File: src/rtl/vga_pkg.sv
// rtl/vga_pkg.sv - shared timing sets, colour-bar indices and width helper for the VGA timing block
package vga_pkg;

    typedef struct packed {
        int unsigned h_active;
        int unsigned h_fp;
        int unsigned h_sync;
        int unsigned h_bp;
        int unsigned v_active;
        int unsigned v_fp;
        int unsigned v_sync;
        int unsigned v_bp;
    } vga_timing_t;

    localparam vga_timing_t VGA_640x480  = '{640, 16, 96, 48, 480, 10, 2, 33};
    localparam vga_timing_t SVGA_800x600 = '{800, 40, 128, 88, 600, 1, 4, 23};

    // Colour index bits: [2]=green, [1]=red, [0]=blue
    typedef enum logic [2:0] {
        BAR_BLACK   = 3'd0,
        BAR_BLUE    = 3'd1,
        BAR_RED     = 3'd2,
        BAR_MAGENTA = 3'd3,
        BAR_GREEN   = 3'd4,
        BAR_CYAN    = 3'd5,
        BAR_YELLOW  = 3'd6,
        BAR_WHITE   = 3'd7
    } bar_colour_t;

    function automatic int clog2(input int unsigned n);
        int r;
        r = 0;
        while ((64'd1 << r) < 64'(n)) r++;
        return (r == 0) ? 1 : r;
    endfunction

endpackage

File: src/rtl/vga_sync_counter.sv
// rtl/vga_sync_counter.sv - h/v raster counters with active, sync window and colour-bar decode
module vga_sync_counter
    import vga_pkg::*;
#(
    parameter int H_ACTIVE = VGA_640x480.h_active,
    parameter int H_FP     = VGA_640x480.h_fp,
    parameter int H_SYNC   = VGA_640x480.h_sync,
    parameter int H_BP     = VGA_640x480.h_bp,
    parameter int V_ACTIVE = VGA_640x480.v_active,
    parameter int V_FP     = VGA_640x480.v_fp,
    parameter int V_SYNC   = VGA_640x480.v_sync,
    parameter int V_BP     = VGA_640x480.v_bp,
    localparam int H_TOTAL = H_ACTIVE + H_FP + H_SYNC + H_BP,
    localparam int V_TOTAL = V_ACTIVE + V_FP + V_SYNC + V_BP,
    localparam int HW      = clog2(H_TOTAL),
    localparam int VW      = clog2(V_TOTAL)
) (
    input  logic          clk,
    input  logic          rst,
    input  logic          en,
    output logic [HW-1:0] h,
    output logic [VW-1:0] v,
    output logic          active,
    output logic          hs_win,
    output logic          vs_win,
    output logic          first,
    output logic [2:0]    bar
);

    localparam int BAR_W = H_ACTIVE / 8;
    localparam int BW    = clog2(BAR_W);

    localparam logic [HW-1:0] H_LAST   = HW'(H_TOTAL - 1);
    localparam logic [VW-1:0] V_LAST   = VW'(V_TOTAL - 1);
    localparam logic [BW-1:0] BAR_LAST = BW'(BAR_W - 1);

    logic [BW-1:0] bar_cnt;

    // bar tracks h/BAR_W without a divider: pixel-in-bar counter rolls
    // into the bar index, which saturates at 7 through the blanking interval
    always_ff @(posedge clk or posedge rst) begin
        if (rst) begin
            h       <= '0;
            v       <= '0;
            bar_cnt <= '0;
            bar     <= 3'd0;
        end else if (en) begin
            if (h == H_LAST) begin
                h       <= '0;
                bar_cnt <= '0;
                bar     <= 3'd0;
                v       <= (v == V_LAST) ? '0 : v + VW'(1);
            end else begin
                h <= h + HW'(1);
                if (bar_cnt == BAR_LAST) begin
                    bar_cnt <= '0;
                    if (bar != 3'd7) bar <= bar + 3'd1;
                end else begin
                    bar_cnt <= bar_cnt + BW'(1);
                end
            end
        end
    end

    assign active = (h < HW'(H_ACTIVE)) && (v < VW'(V_ACTIVE));
    assign hs_win = (h >= HW'(H_ACTIVE + H_FP)) && (h < HW'(H_ACTIVE + H_FP + H_SYNC));
    // v only moves when h wraps, so VS edges land on line boundaries
    assign vs_win = (v >= VW'(V_ACTIVE + V_FP)) && (v < VW'(V_ACTIVE + V_FP + V_SYNC));
    assign first  = (h == '0) && (v == '0);

endmodule

File: src/rtl/vga_timing_ctrl.sv
// rtl/vga_timing_ctrl.sv - VGA timing generator with pixel handshake, underflow flag and colour bars
module vga_timing_ctrl
    import vga_pkg::*;
#(
    parameter int H_ACTIVE = VGA_640x480.h_active,
    parameter int H_FP     = VGA_640x480.h_fp,
    parameter int H_SYNC   = VGA_640x480.h_sync,
    parameter int H_BP     = VGA_640x480.h_bp,
    parameter int V_ACTIVE = VGA_640x480.v_active,
    parameter int V_FP     = VGA_640x480.v_fp,
    parameter int V_SYNC   = VGA_640x480.v_sync,
    parameter int V_BP     = VGA_640x480.v_bp,
    parameter bit HS_POL   = 1'b0,
    parameter bit VS_POL   = 1'b0,
    parameter int R_W      = 3,
    parameter int G_W      = 3,
    parameter int B_W      = 2,
    localparam int PIX_W   = R_W + G_W + B_W,
    localparam int X_W     = clog2(H_ACTIVE + H_FP + H_SYNC + H_BP),
    localparam int Y_W     = clog2(V_ACTIVE + V_FP + V_SYNC + V_BP)
) (
    input  logic             CLKIN_IN,
    input  logic             RST_IN,
    input  logic             EN,
    input  logic             MODE,
    input  logic [PIX_W-1:0] PIX_DATA,
    input  logic             PIX_VALID,
    output logic             PIX_REQ,
    output logic [X_W-1:0]   PIX_X,
    output logic [Y_W-1:0]   PIX_Y,
    input  logic             UNDERFLOW_CLR,
    output logic             HS,
    output logic             VS,
    output logic             DE,
    output logic [R_W-1:0]   Red,
    output logic [G_W-1:0]   Green,
    output logic [B_W-1:0]   Blue,
    output logic             FRAME_START,
    output logic             UNDERFLOW
);

    logic        active;
    logic        hs_win;
    logic        vs_win;
    logic        first;
    logic [2:0]  bar;
    bar_colour_t cidx;
    logic        starve;

    vga_sync_counter #(
        .H_ACTIVE (H_ACTIVE),
        .H_FP     (H_FP),
        .H_SYNC   (H_SYNC),
        .H_BP     (H_BP),
        .V_ACTIVE (V_ACTIVE),
        .V_FP     (V_FP),
        .V_SYNC   (V_SYNC),
        .V_BP     (V_BP)
    ) u_counter (
        .clk    (CLKIN_IN),
        .rst    (RST_IN),
        .en     (EN),
        .h      (PIX_X),
        .v      (PIX_Y),
        .active (active),
        .hs_win (hs_win),
        .vs_win (vs_win),
        .first  (first),
        .bar    (bar)
    );

    assign PIX_REQ = EN && !MODE && active;
    assign starve  = PIX_REQ && !PIX_VALID;
    // Bars run white..black left to right, i.e. colour index counts down
    assign cidx    = bar_colour_t'(BAR_WHITE - bar);

    always_ff @(posedge CLKIN_IN or posedge RST_IN) begin
        if (RST_IN) begin
            HS          <= ~HS_POL;
            VS          <= ~VS_POL;
            DE          <= 1'b0;
            Red         <= '0;
            Green       <= '0;
            Blue        <= '0;
            FRAME_START <= 1'b0;
            UNDERFLOW   <= 1'b0;
        end else begin
            // A fresh starvation event outranks a simultaneous clear
            if (starve) UNDERFLOW <= 1'b1;
            else if (UNDERFLOW_CLR) UNDERFLOW <= 1'b0;

            if (EN) begin
                HS          <= hs_win ? HS_POL : ~HS_POL;
                VS          <= vs_win ? VS_POL : ~VS_POL;
                DE          <= active;
                FRAME_START <= first;
                if (!active) begin
                    Red   <= '0;
                    Green <= '0;
                    Blue  <= '0;
                end else if (MODE) begin
                    Red   <= {R_W{cidx[1]}};
                    Green <= {G_W{cidx[2]}};
                    Blue  <= {B_W{cidx[0]}};
                end else if (PIX_VALID) begin
                    Red   <= PIX_DATA[PIX_W-1 -: R_W];
                    Green <= PIX_DATA[B_W +: G_W];
                    Blue  <= PIX_DATA[B_W-1:0];
                end else begin
                    Red   <= '0;
                    Green <= '0;
                    Blue  <= '0;
                end
            end else begin
                // Syncs keep their level while paused; pixel outputs go dark
                DE          <= 1'b0;
                FRAME_START <= 1'b0;
                Red         <= '0;
                Green       <= '0;
                Blue        <= '0;
            end
        end
    end

endmodule

File: config.mk
export PLATFORM = sky130hd
export DESIGN_NAME = vga_timing_ctrl
export DESIGN_NICKNAME = d
export VERILOG_FILES = /design/src/rtl/vga_pkg.sv /design/src/rtl/vga_sync_counter.sv /design/src/rtl/vga_timing_ctrl.sv
export SDC_FILE = /design/constraint.sdc
export NUM_CORES = 1
export LEC_CHECK = 0
export ABC_AREA = 1
export CAP_MARGIN = 15
export CORE_UTILIZATION = 30
export DETAILED_ROUTE_END_ITERATION = 12
export PLACE_DENSITY_LB_ADDON = 0.15
export SLEW_MARGIN = 20
export SYNTH_ARGS = -nofsm -noshare
export SYNTH_HDL_FRONTEND = slang
export SYNTH_SLANG_ARGS = --single-unit
File: constraint.sdc
create_clock -name CLKIN_IN -period 2 [get_ports CLKIN_IN]
set_input_delay 0.6 -clock CLKIN_IN [delete_from_list [all_inputs] [get_ports CLKIN_IN]]
set_output_delay 0.6 -clock CLKIN_IN [all_outputs]
set_load 0.005 [all_outputs]
==> results of run 1 <==
per-stage QoR:
stage	setup slack, ps	setup TNS, ps	hold WS (ps)	utilization [%]	cell area, sq um
floorplan	318	0	466	-	2300
global placement	-466	-1020	492	41.0	3010
detailed placement	-473	-1110	500	41.0	3010
CTS	6.68	0	514	42.2	3090
global route	-44.6	-44.6	555	42.4	3110
finish	50.0	0	513	42.4	3110
area by class of cell:
| cell class | count | area [sq um] |
|---|---|---|
| clock buffers | 5 | 68.8 |
| clock inverters | 3 | 23.8 |
| fillers | 734 | 4230 |
| inverters | 34 | 128 |
| multi-input cells | 200 | 1070 |
| flip-flops and latches | 43 | 1080 |
| well taps | 99 | 124 |
| repair buffers | 65 | 612 |
path summary, 6_finish.rpt:
| check | start | to | slack (ps) | cells past startpoint |
|---|---|---|---|---|
| hold reg to reg | VS$_DFFE_PP1P_ | VS$_DFFE_PP1P_ | 510 | 2 |
| max in group asynchronous | RST_IN | HS$_DFFE_PP1P_ | 1090 | 3 |
| setup reg to reg | u_counter.h[1]$_DFFE_PP0P_ | u_counter.bar_cnt[6]$_DFFE_PP0P_ | 460 | 6 |
| min in group asynchronous | RST_IN | Green[2]$_DFF_PP0_ | 640 | 3 |
| hold / removal | VS$_DFFE_PP1P_ | VS$_DFFE_PP1P_ | 510 | 2 |
| setup / recovery | VS$_DFFE_PP1P_ | VS | 50 | 1 |
cell usage in the layout, fill, tap and decap left out, types with 2 or more instances in the layout:
cell type,synthesis,final
nand2_1,62,60
clkdlybuf4s50_1,0,45
dfrtp_1,41,39
nor2_1,38,38
inv_1,33,32
nand3_1,21,21
buf_4,0,17
o21ai_0,11,11
a21oi_1,9,9
nand4_1,7,7
ha_1,7,7
xor2_1,6,6
o21ai_1,6,6
nand2_2,3,5
nand3b_1,5,5
clkbuf_8,0,5
nor2_2,4,4
nor3_1,5,4
nor2_4,3,3
dfstp_2,2,2
xnor2_1,2,2
nor4_1,2,2
clkinvlp_4,0,2
dfrtp_2,0,2
per-layer routing:
layer  global-route usage [%]  wire length (microns)
met5                        0                      0
met4                     4.76                     61
met3                     3.11                    171
met2                     21.8                   2370
met1                     19.4                   2610
state kept, by name (all words and copies together) (netlist names):
register           count
Blue                   2
u_counter.h           10
HS                     1
u_counter.bar_cnt      7
u_counter.bar          3
Red                    3
Green                  3
FRAME_START            1
u_counter.v           10
VS                     1
UNDERFLOW              1
DE                     1
report_power, final:
| part | leakage [nW] | internal (W) | total, W | switching, W |
|---|---|---|---|---|
| clock | 0.0408 | 0.000250 | 0.000583 | 0.000333 |
| combinational | 0.853 | 0.000401 | 0.000794 | 0.000392 |
| sequential | 0.532 | 0.00104 | 0.00119 | 0.000150 |
cell families (layout without fill, tap and decap cells):
logic type      count (synthesis)  after routing  synth area share, %
compound gates                 31             31                 7.34
xor+xnor                        8              8                 3.04
fa+ha+maj                       7              7                 3.80
buf+inv                        41            107                 7.17
flops                          43             43                 46.8
mux                             1              1                0.435
simple gates                  153            153                 31.4
repair_timing:
item,in CTS,in global routing
setup buffers,0,0
gates resized for setup,5,5
endpoints found under the setup margin,1,3
==> metrics.txt, run 1 <==
outcome finished, final reports clean; via count 2000; Clk pin slew, worst setup/hold paths 90 ps; final WL 5210 microns; Residual DRC 0; Initial Utilization 31.4%; number of diodes 0; Rows 31; maximum VDD drop 410 uV; DR vias/cell 4.45; gpl congestion 0.815; slew margin rel. 78.5%; hold buffer count at cts 0; Max Slew Vio Count 0; initial drt markers 64; count leader, synth nand2_1; unrepaired setup endpoints after global routing yes; Fmax 513 MHz; Non-Filler Instances 449; synth warn 0; MaxCap Viol Count 0; DP Wirelength 3860 microns; area share of the leading cell type in the synthesized netlist 44.6%; Syn Nets 305; core area 7330 sq um; Critical Path Max Stage Delay 550 ps; CTS root buffer clkbuf_8; post-synthesis cell type count 33; area grow syn2layout 34.9%; die height 89.6 microns; antenna viol nets, final 0; initial antenna violation count 0; CP Class flop to output pin; P per Cell Area 826 nW/um^2; crit path cell chain clkdlybuf4s50_1; Required @ worst endpoint 1400 ps; vias in the first global route 1847; crit path DAT 1350 ps; CTS tree built; grt ovf 0; Main synth FF type dfrtp_1; min Tclk post-route 1950 ps; final hold violations 0; die width 89.6 microns; clock skew 5.78 ps; largest net degree at the start of global routing 44; Total Routing Usage GR 14.1%; Critical Path Sink Type output pin; clock latency on the worst-skew pair 300 ps; layout cells sized above 1 14.3%; I/O pins 48; Design Power 0.00256 W; WL per Instance 11.6 microns; CTS Buffer Depth 2; Async S/R FF share, synth 100%; first-pass detailed-route iteration total 4; Placed Cells 441; most frequent cells after synthesis 62 x nand2_1, 41 x dfrtp_1, 38 x nor2_1; Tcrit/Tclk final 97.5%; Die ar. 8030 sq um; Syn Inst Count 284; CP top delay family flip-flops; Port Buf Inserts 47; H-tree depth 2; Seq/Total Area, Yosys 46.8%; Yosys top cell by area dfrtp_1; Num Clock Sinks 43; HP Class flop to flop; maximum fanout along the worst path 2; EDFF count, synth 0; Yosys reg bits 43; count of final setup violators 0; P_leak 1.43 nW; number of buffers created by CTS 5; Nets 370; Buf/Inv on CP 1; Mapped Area 2300 sq um; first-pass GRT wire length 8590 microns; Critical-path top delay cell dfstp_2; Avg Cell Area, Syn 8.11 sq um; crit start category flop; top cells by area, synth dfrtp_1 45%, nand2_1 10%, nor2_1 6.2%; Worst Tran Pin Value 322 ps
Note: power is estimated with default switching activity, not from simulation.
==> run 2, diff against run 1 <==
Settings changed: CAP_MARGIN 15 to unset, SYNTH_HIERARCHICAL set to 1.
==> metrics.txt, run 2 <==
R2R depth 14 (+8); first-pass detailed-route iteration total 4 (unchanged); CTS Buffer Depth 2 (unchanged); area grow syn2layout 44.1%; Clock power frac 24.4% (+1.7 points); failing checks negative setup slack; part of the power in registers 48.3% (+2.0 points); final hold violations 0 (unchanged); maximum VDD drop 396 uV (-3.5%); maximum fanout along the worst path 2 (unchanged); DR vias/cell 4.60 (+3.2%); Port Buf Inserts 47 (unchanged); total negative slack -99.0 ps (-99.0 ps); Die ar. 8210 sq um (+2.3%); Regs by FF count u_counter/h (10), u_counter/v (10), u_counter/bar_cnt (7); number of buffers created by CTS 5 (unchanged); fin worst setup slack -99.0 ps (-149 ps); commonest cells after routing, fill and taps aside 46 x nand2_1, 44 x clkdlybuf4s50_1, 36 x dfrtp_1; clock skew 5.27 ps (-0.508 ps); WHS Path Cells 2 (unchanged); Avg Cell Area, Syn 8.51 sq um (+4.9%); Reg2Reg Capture Point UNDERFLOW$_DFFE_PP0P_; Tcrit/Tclk final 105% (+7.4 points); Yosys top cell by area dfrtp_1; initial drt markers 81 (+27%); Clk pin slew, worst setup/hold paths 80 ps (about the same); Max Slew Vio Count 0 (unchanged); die width 90.6 microns (+1.1%); EDFF count, synth 0 (unchanged); die height 90.6 microns (+1.1%); area share of the leading cell type in the synthesized netlist 43.5% (-1.0 points); core area 7410 sq um (+1.1%); Mapped Area 2360 sq um (+2.3%); CTS tree built; HP Class flop to flop; combinational group share of total power 27.3% (-3.6 points); P_leak 1.58 nW (+11%); Worst Tran Pin Value 501 ps (+179 ps); CP Class flop to output pin; unrepaired setup endpoints after global routing yes; count leader, synth nand2_1; flop-to-flop setup slack 130 ps (-330 ps); Sw Pwr 0.000762 W (-13%); synth warn 6 (+6); gpl congestion 0.755 (-7.3%); Residual DRC 0 (unchanged); worst hold start UNDERFLOW$_DFFE_PP0P_; crit start category flop; switching part of the total 32.1% (-2.1 points); largest net degree at the start of global routing 31 (-30%); number of diodes 0 (unchanged); post-synthesis cell type count 35 (+6.1%); initial antenna violation count 0 (unchanged); Critical Path Sink Type output pin; Rows 31 (unchanged); commonest non-fill, non-tap cell in the layout nand2_1; H-tree depth 2 (unchanged); first-pass GRT wire length 9580 microns (+12%); CTS root buffer clkbuf_8; internal power 0.00161 W (-4.5%); Total Routing Usage GR 14.6% (+0.52 points); P per Cell Area 699 nW/um^2 (-15%); Fmax 476 MHz (-7.1%); Yosys reg bits 43 (unchanged); Required @ worst endpoint 1400 ps (about the same); final WL 5720 microns (+9.8%); MaxCap Viol Count 0 (unchanged); Seq/Total Area, Yosys 45.8% (-1.1 points); Syn Inst Count 277 (-2.5%); Seq. cell area 1080 sq um (+0.35%); Main synth FF type dfrtp_1; hold slack 492 ps (-20.9 ps); layout cells sized above 1 24.0% (+9.7 points); antenna viol nets, final 0 (unchanged); min Tclk post-route 2100 ps (+149 ps); Design Power 0.00237 W (-7.4%); WL per Instance 12.4 microns (+6.7%); via count 2123 (+6.2%); I/O pins 48 (unchanged); Hold Path Sink UNDERFLOW$_DFFE_PP0P_; Syn Nets 298 (-2.3%); count of final setup violators 1 (+1); Initial Utilization 31.8% (+0.40 points); Async S/R FF share, synth 100% (unchanged); post-route cell area 3390 sq um (+9.3%); outcome finished with violations; Num Clock Sinks 43 (unchanged); fill cell count 773 (+5.3%); clock latency on the worst-skew pair 300 ps (about the same); reg-to-reg critical path startpoint u_counter/v[5]$_DFFE_PP0P_; crit path DAT 1500 ps (+150 ps); vias in the first global route 2000 (+8.3%); most frequent cells after synthesis 50 x nand2_1, 41 x dfrtp_1, 33 x nor2_1; Nets 383 (+3.5%); Multi-input gate area 1150 sq um (+8.1%); grt ovf 0 (unchanged); DP Wirelength 4060 microns (+5.1%); slew margin rel. 66.6% (-12 points); top cells by area, synth dfrtp_1 44%, nand2_1 8.0%, nor2_1 5.3%; Post-DP Area 3080 sq um (+2.4%)
run 2: cell types whose count changed after synthesis, sizes merged, moves of 3 or more:
cell and change:
nor3b +3, nand2 -12, buf +3, nand3b -3, nor2 -5, xor2 +5
run 2: stage by stage:
step           setup WS (ps)  util (%)  cells
6_report               -99.0      45.8    462
5_1_grt                 -167      45.8    462
4_1_cts                 -164      45.2    463
3_5_place_dp            -388      41.5    440
3_3_place_gp            -418      41.5    440
2_1_floorplan           87.1         -    277
run 2: cells by family (layout without fill, tap and decap cells):
| kind of cell | count (synthesis) | count (layout) | synth area share, % |
|---|---|---|---|
| fa+ha+maj | 7 | 7 | 3.72 |
| flops | 43 | 43 | 45.8 |
| buf+inv | 43 | 129 | 8.60 |
| simple gates | 136 | 136 | 27.5 |
| xor+xnor | 13 | 13 | 4.83 |
| compound gates | 35 | 35 | 9.56 |
run 2: metal layers:
layer | vias to the layer above | part of all wire (%) | GRT usage [%]
met3 | 8 | 3.7 | 2.95
met4 | 0 | 1.2 | 4.44
met2 | 47 | 50 | 24.4
met5 | - | 0 | 0
met1 | 1000 | 45 | 18.9
li1 | 1068 | - | -
run 2: power by group through the flow:
stage	registers, W	clock network [W]	logic [W]
final	0.00115	0.000579	0.000647
after global routing	0.00117	0.000640	0.000727
after CTS	0.00115	0.000603	0.000643
after detailed placement	0.00116	0	0.000627
after global placement	0.00116	0	0.000623
after floorplan	0.00114	0	0.000353
run 2: worst max path at each step:
stage | from | endpoint | slack, ps | cells after the start
final | u_counter/v[5]$_DFFE_PP0P_ | PIX_REQ | -100 | 6
after floorplan | u_counter/h[9]$_DFFE_PP0P_ | PIX_REQ | 90 | 5
after CTS | u_counter/v[6]$_DFFE_PP0P_ | PIX_REQ | -160 | 7
after global placement | u_counter/h[9]$_DFFE_PP0P_ | PIX_REQ | -420 | 7
after detailed placement | u_counter/h[9]$_DFFE_PP0P_ | PIX_REQ | -390 | 7
after global routing | u_counter/v[5]$_DFFE_PP0P_ | PIX_REQ | -170 | 6
run 2: layout make-up:
class	count	share of cell area, %
clock inverter	1	0.147
tap	99	3.65
inverter	35	4.31
timing repair buffer	86	23.4
multi-input combinational	191	34.0
sequential	43	32.0
clock buffer	7	2.54
run 2: critical path, stage by stage (launching register included):
cell       delay, ps
dfrtp_1          400
nand2_2          100
nor2_4            60
a2111oi_4        330
nand2_4          100
nor2_4            90
buf_2            120
run 2: repair_timing:
action                                  4_1_cts  5_1_grt
endpoints found under the setup margin        1       28
hold buffers                                  0        0
buffers inserted                             15        2
pin swaps                                    11       11
resized for setup                            22       18
